==> config.mk <==
export PLATFORM = sky130hd
export DESIGN_NAME = input_sync_debounce
export DESIGN_NICKNAME = d
export VERILOG_FILES = /design/src/rtl/input_sync_debounce.sv
export SDC_FILE = /design/constraint.sdc
export NUM_CORES = 1
export LEC_CHECK = 0
export BUFFER_PORTS_ARGS = -buffer_cell sky130_fd_sc_hd__buf_2
export CAP_MARGIN = 20
export CORE_MARGIN = 3
export CORE_UTILIZATION = 55
export CTS_CLUSTER_SIZE = 40
export DETAILED_ROUTE_END_ITERATION = 10
export HOLD_SLACK_MARGIN = 0.05
export MAX_ROUTING_LAYER = met4
export PLACE_DENSITY = 0.81
export SKIP_LAST_GASP = 1
export SYNTH_ARGS = -nofsm -noshare
export SYNTH_HDL_FRONTEND = slang
export SYNTH_SLANG_ARGS = --single-unit
==> constraint.sdc <==
create_clock -name i_clk -period 1.5 [get_ports i_clk]
set_clock_uncertainty 0.1 [all_clocks]
set_input_delay 0.15 -clock i_clk [delete_from_list [all_inputs] [get_ports i_clk]]
set_output_delay 0.15 -clock i_clk [all_outputs]
set_load 0.02 [all_outputs]
==> src/rtl/input_sync_debounce.sv <==
// input_sync_debounce: per-channel switch conditioner.
//   Each channel passes through an N-stage synchroniser, then a saturating
//   debounce filter that a per-cycle bypass can skip. The filtered level is
//   registered once more, so o_sw and its edge pulses change on the same edge.
// Ports:
//   i_clk      system clock, all state on posedge
//   i_reset    asynchronous active-low reset
//   i_io_sw    raw asynchronous switch levels (WIDTH)
//   i_bypass   1: stable level follows the synchroniser output directly
//   o_sw       debounced, synchronised switch levels (WIDTH)
//   o_rise     one-cycle pulse per bit on 0->1 of o_sw (WIDTH)
//   o_fall     one-cycle pulse per bit on 1->0 of o_sw (WIDTH)
//   o_changed  one-cycle pulse, OR of all rise/fall bits
module input_sync_debounce #(
  parameter int unsigned WIDTH           = 32,
  parameter int unsigned SYNC_STAGES     = 2,
  parameter int unsigned DEBOUNCE_CYCLES = 16
) (
  input  logic             i_clk,
  input  logic             i_reset,
  input  logic [WIDTH-1:0] i_io_sw,
  input  logic             i_bypass,
  output logic [WIDTH-1:0] o_sw,
  output logic [WIDTH-1:0] o_rise,
  output logic [WIDTH-1:0] o_fall,
  output logic             o_changed
);

  localparam int unsigned CW = $clog2(DEBOUNCE_CYCLES) + 1;
  localparam logic [CW-1:0] CNT_MAX = CW'(DEBOUNCE_CYCLES - 1);

  logic [SYNC_STAGES-1:0][WIDTH-1:0] sync_q;
  logic [WIDTH-1:0]                  s;
  logic [WIDTH-1:0]                  stable_q;
  logic [WIDTH-1:0]                  stable_d;
  logic [WIDTH-1:0][CW-1:0]          cnt_q;
  logic [WIDTH-1:0][CW-1:0]          cnt_d;

  assign s = sync_q[SYNC_STAGES-1];

  // Debounce filter: any return to the stable level restarts the count.
  always_comb begin
    stable_d = stable_q;
    cnt_d    = cnt_q;
    for (int unsigned i = 0; i < WIDTH; i++) begin
      if (i_bypass) begin
        stable_d[i] = s[i];
        cnt_d[i]    = '0;
      end else if (s[i] == stable_q[i]) begin
        cnt_d[i] = '0;
      end else if (cnt_q[i] == CNT_MAX) begin
        stable_d[i] = s[i];
        cnt_d[i]    = '0;
      end else begin
        cnt_d[i] = cnt_q[i] + CW'(1);
      end
    end
  end

  // Synchroniser, filter state and output stage. o_sw lags stable_q by one
  // edge so the rise/fall pulses appear in the same cycle as the new level.
  always_ff @(posedge i_clk or negedge i_reset) begin
    if (!i_reset) begin
      sync_q    <= '0;
      stable_q  <= '0;
      cnt_q     <= '0;
      o_sw      <= '0;
      o_rise    <= '0;
      o_fall    <= '0;
      o_changed <= 1'b0;
    end else begin
      sync_q[0] <= i_io_sw;
      for (int unsigned k = 1; k < SYNC_STAGES; k++) begin
        sync_q[k] <= sync_q[k-1];
      end
      stable_q  <= stable_d;
      cnt_q     <= cnt_d;
      o_sw      <= stable_q;
      o_rise    <= stable_q & ~o_sw;
      o_fall    <= ~stable_q & o_sw;
      o_changed <= |(stable_q ^ o_sw);
    end
  end

endmodule

Word-level counts from Yosys, hierarchy flattened

Cells that the tools add are included.

Output and inout port bits: 97
Register bits: 353

Equality and inequality tests: 96
Reductions and logical operators: 65
Bitwise operators: 5
$add $sub $neg: 32
Multiplexer cells: 192

Operators by type and width:

| cell                                                                   | count |
|---|---|
| 5-bit 2-to-1 mux                                                       | 96 |
| 5-bit by 1-bit adder with 5-bit output (second input constant)         | 32 |
| 5-bit by 4-bit equality test with 1-bit output (second input constant) | 32 |
| 1-bit 2-to-1 mux                                                       | 96 |
| 32-bit bitwise AND                                                     | 2 |
| 2-bit inequality test (second input constant)                          | 32 |
| 32-bit NOT                                                             | 2 |
| 2-bit AND reduction                                                    | 32 |
| 2-bit nonzero test                                                     | 32 |
| 1-bit equality test                                                    | 32 |
| 32-bit OR reduction                                                    | 1 |
| 32-bit XOR                                                             | 1 |

Depth between registers and ports, before layout

Depth in word-level cells: 4
Mapped depth: 5
Depth with buffers taken out: 5

Least setup slack after synthesis

Ideal clock, no wire load.

Path type: reg-to-reg
Start: register cnt_q[10] (netlist bit)
End: register cnt_q[13] (netlist bit)
Stages on the path, launching flop included: 5
Setup slack: 0.072 ns
Arrival: 1.257 ns
Path through: dfrtp_1 -> ha_1 -> and4b_1 -> or3_1 -> nor2_1

RTL lines:

| element                | line | source |
|---|---|---|
| start, declared        | 36   | `logic [WIDTH-1:0][CW-1:0] cnt_q;` |
| start signal, assigned | 77   | `cnt_q <= cnt_d;` |

Final worst setup path

Start: register o_sw[9]
End: register o_changed

Cells in the longest elaborated chain, start to end: 2

Ends and longest elaborated chain:

| element                | line | source |
|---|---|---|
| start, declared        | 23   | `output logic [WIDTH-1:0] o_sw,` |
| start signal, assigned | 78   | `o_sw <= stable_q;` |
| 32-bit XOR             | 81   | `o_changed <= \|(stable_q ^ o_sw);` |
| 32-bit OR reduction    | 81   |  |
| end signal, assigned   | 81   |  |
| end, declared          | 26   | `output logic o_changed` |

Every way passes these cells.
A chain may end at the register's enable or synchronous reset.

==> flow_summary.json <==
{
  "outcome": "finished, violations left",
  "violations": "setup timing",
  "die_area_um2": 26400,
  "synth_cells": 1042,
  "start_util_pct": 56.8,
  "required_ns": 1.79,
  "use_met3_pct": 3.20,
  "grt_setup_unrepaired": "yes",
  "slowest_delay_ns": 0.41,
  "core_region_area_um2": 23800,
  "internal_power_mw": 16.5,
  "crit_arrival_ns": 1.92,
  "hp-class": "in -> reg",
  "sw_frac_of_total_pct": 24.0,
  "first_pass_iters": 4,
  "drive_above_1_share_pct": 31.2,
  "yosysTopAreaCellShare_pct": 65.5,
  "fin_ws_ns": -0.127,
  "critPathLaunchType": "register",
  "post_synth_num_cell_types": 24,
  "num_vias": 8678,
  "hold_slack_ns": 0.178,
  "dieHeight_um": 163,
  "worst_slew_pin_slew_ns": 0.357,
  "wire_per_inst_um": 15.8,
  "leakagePower_nw": 8.66,
  "top_usage_layer": "met2",
  "met1_usage_pct": 26.6,
  "ios": 132,
  "root_buffer": "clkbuf_16",
  "p_sw_mw": 5.21,
  "htreeDepth": 2,
  "vias_per_cell": 5.06,
  "setup-violations-final": 3,
  "peakVddDrop_v": 0.000858,
  "cts_max_path_buffers": 3,
  "path_clk_slew_ns": 0.06,
  "fin_crit_ns": 1.63,
  "cts_buffers": 36,
  "drv_slew": 0,
  "endpoint_kind": "register",
  "synth-seq-cells": 353,
  "synthTopCellsByArea": "dfrtp_1 65%, ha_1 8.9%, xnor2_1 3.6%",
  "place_congestion": 0.808,
  "tns_ns": -0.136,
  "dieWidth_um": 163,
  "maxCapViolCount": 0,
  "p_seq_share_pct": 47.9,
  "grt_max_degree": 68,
  "relSlewSlack_pct": 76.0,
  "grt_overflow": 0,
  "initialDrtViolationCount": 424,
  "cts_tree": "yes",
  "hold_viol": 0,
  "insertion_delay_ns": 0.51,
  "utilization_pct": 73.7,
  "combPwrFrac_pct": 11.3,
  "path_max_fanout": 2,
  "clkPwrFrac_pct": 40.9,
  "avgSynthCellArea_um2": 12.9,
  "grt_pass1_wl_um": 44400,
  "ant_nets": 0,
  "port-buffer-count": 131,
  "fin_crit_sh_pct": 108,
  "synth_warnings": 0,
  "postPlaceCellArea_um2": 15300,
  "max_freq_mhz": 615,
  "design_area_um2": 17500,
  "yosysTopAreaCell": "dfrtp_1",
  "wirelength_um": 27000,
  "areaGrowthSynthToFinish_pct": 29.8,
  "grtUsageMet2_pct": 36.1,
  "path_cells": "inv_1, ha_1, nand4_1, nor4_4, nand2_1",
  "crit_buf_inv": 1,
  "grt_use_total_pct": 21.3,
  "nNetsFinal": 1502,
  "synth_nets": 1173,
  "path_class": "reg -> reg",
  "drcViolationCount": 0,
  "crit_slowest_cell": "nor4_4",
  "num_rows": 56,
  "synth_area_um2": 13500,
  "synth_seq_area_share_pct": 65.5,
  "dp_hpwl_um": 17400,
  "cts_sinks": 353,
  "grt_antenna_before_repair": 2,
  "p_per_area_nw_per_um2": 1240,
  "first_global_vias": 9255,
  "cp_top_family": "simple AND/OR/NAND/NOR gates"
}
cells by family after synthesis:
kind of cell | synth area share [%]
XOR/XNOR | 6.23
flip-flops | 65.5
AND/OR/NAND/NOR | 12.9
adder cells (fa/ha/maj) | 8.91
buffers and inverters | 3.20
AO/OA/AOI/OAI | 2.97
multiplexers | 0.250
synth_stat cells (all sizes together):
| cell | instances |
|---|---|
| mux2 | 3 |
| or3 | 27 |
| clkbuf | 5 |
| o211ai | 3 |
| nand2 | 32 |
| xnor2 | 56 |
| nor2 | 91 |
| nand3 | 64 |
| buf | 11 |
| xor2 | 40 |
| o31ai | 29 |
| nand4 | 8 |
| and3 | 8 |
| nor4 | 2 |
| and4 | 3 |
| and4b | 29 |
| o21ai | 32 |
| inv | 92 |
| nor3 | 58 |
| ha | 96 |
| dfrtp | 353 |
registers in the layout, indices dropped and copies added (netlist names):
| signal | cells |
|---|---|
| sync_q | 32 |
| cnt_q | 160 |
| o_fall | 32 |
| o_changed | 1 |
| s | 32 |
| o_sw | 32 |
| stable_q | 32 |
| o_rise | 32 |
timing repair:
| action | 4_1_cts | 5_1_grt |
|---|---|---|
| hold buffers | 35 | 0 |
| gates resized for setup | 22 | 75 |
| gates cloned | 0 | 0 |
| pin swaps | 6 | 30 |
| endpoints found under the setup margin | 33 | 88 |
| buffers inserted | 8 | 33 |
| hold endpoints to repair | 420 | 0 |
power groups by stage:
| stage | Clock, mW | Sequential, mW | Combinational [mW] |
|---|---|---|---|
| floorplan | 0 | 10.8 | 0.755 |
| global placement | 0 | 10.5 | 2.07 |
| detailed placement | 0 | 10.5 | 2.13 |
| CTS | 9.05 | 10.4 | 2.32 |
| global route | 9.51 | 10.4 | 2.73 |
| finish | 8.86 | 10.4 | 2.45 |
cells in the final DEF, fill, tap and decap left out, types with 4 or more instances in the layout:
cell,netlist,layout
dfrtp_1,353,353
nand4_1,8,8
clkbuf_16,0,37
inv_1,92,91
or3_4,10,27
nor2_4,0,9
nor3_1,58,58
and4b_1,29,26
dlygate4sd3_1,0,35
nand2_1,32,32
nor2_2,10,38
buf_2,9,129
clkbuf_1,5,4
nor2_1,81,44
buf_12,0,9
clkinv_2,0,6
o31ai_1,29,29
xor2_1,40,40
o21ai_0,32,28
xnor2_1,56,56
ha_2,0,20
nand3_1,64,63
buf_4,0,133
and3_1,8,8
ha_1,96,75
clkbuf_8,0,11
metrics by stage:
stage / setup WS [ns] / cells / power, mW
after floorplan: 0.0715 / 1042 / 11.6
after global placement: -0.340 / 1576 / 12.6
after detailed placement: -0.386 / 1576 / 12.7
after CTS: -0.161 / 1680 / 21.7
after global routing: -0.206 / 1715 / 22.7
final: -0.127 / 1715 / 21.7
worst paths after layout:
kind                                      start                   end  slack (ns)  cells after the start
max                           o_sw[9]$_DFF_PN0_   o_changed$_DFF_PN0_       -0.13                      5
max reg2reg                   o_sw[9]$_DFF_PN0_   o_changed$_DFF_PN0_       -0.13                      5
max in group asynchronous               i_reset   cnt_q[21]$_DFF_PN0_        0.12                      5
min reg2reg                sync_q[27]$_DFF_PN0_       s[27]$_DFF_PN0_        0.25                      0
min in group asynchronous               i_reset   o_rise[5]$_DFF_PN0_        0.53                      3
min                                 i_io_sw[14]  sync_q[14]$_DFF_PN0_        0.18                      2
routing by layer:
| layer | part of all wire, % | vias up | wire length [um] |
|---|---|---|---|
| li1 | - | 4156 | - |
| met1 | 42 | 4306 | 11200 |
| met2 | 52 | 167 | 14000 |
| met3 | 4.4 | 49 | 1180 |
| met4 | 2.4 | 0 | 659 |
| met5 | 0 | - | 0 |
area by class of cell:
| class | instances | area (um2) |
|---|---|---|
| repair buffers | 307 | 2190 |
| fillers | 1494 | 6250 |
| clock buffers | 52 | 1090 |
| clock inverters | 9 | 97.6 |
| inverters | 92 | 349 |
| flip-flops and latches | 353 | 8830 |
| well taps | 319 | 399 |
| diodes | 2 | 5.00 |
| multi-input cells | 581 | 4540 |
No activity file was read; power rests on OpenSTA's default activity.
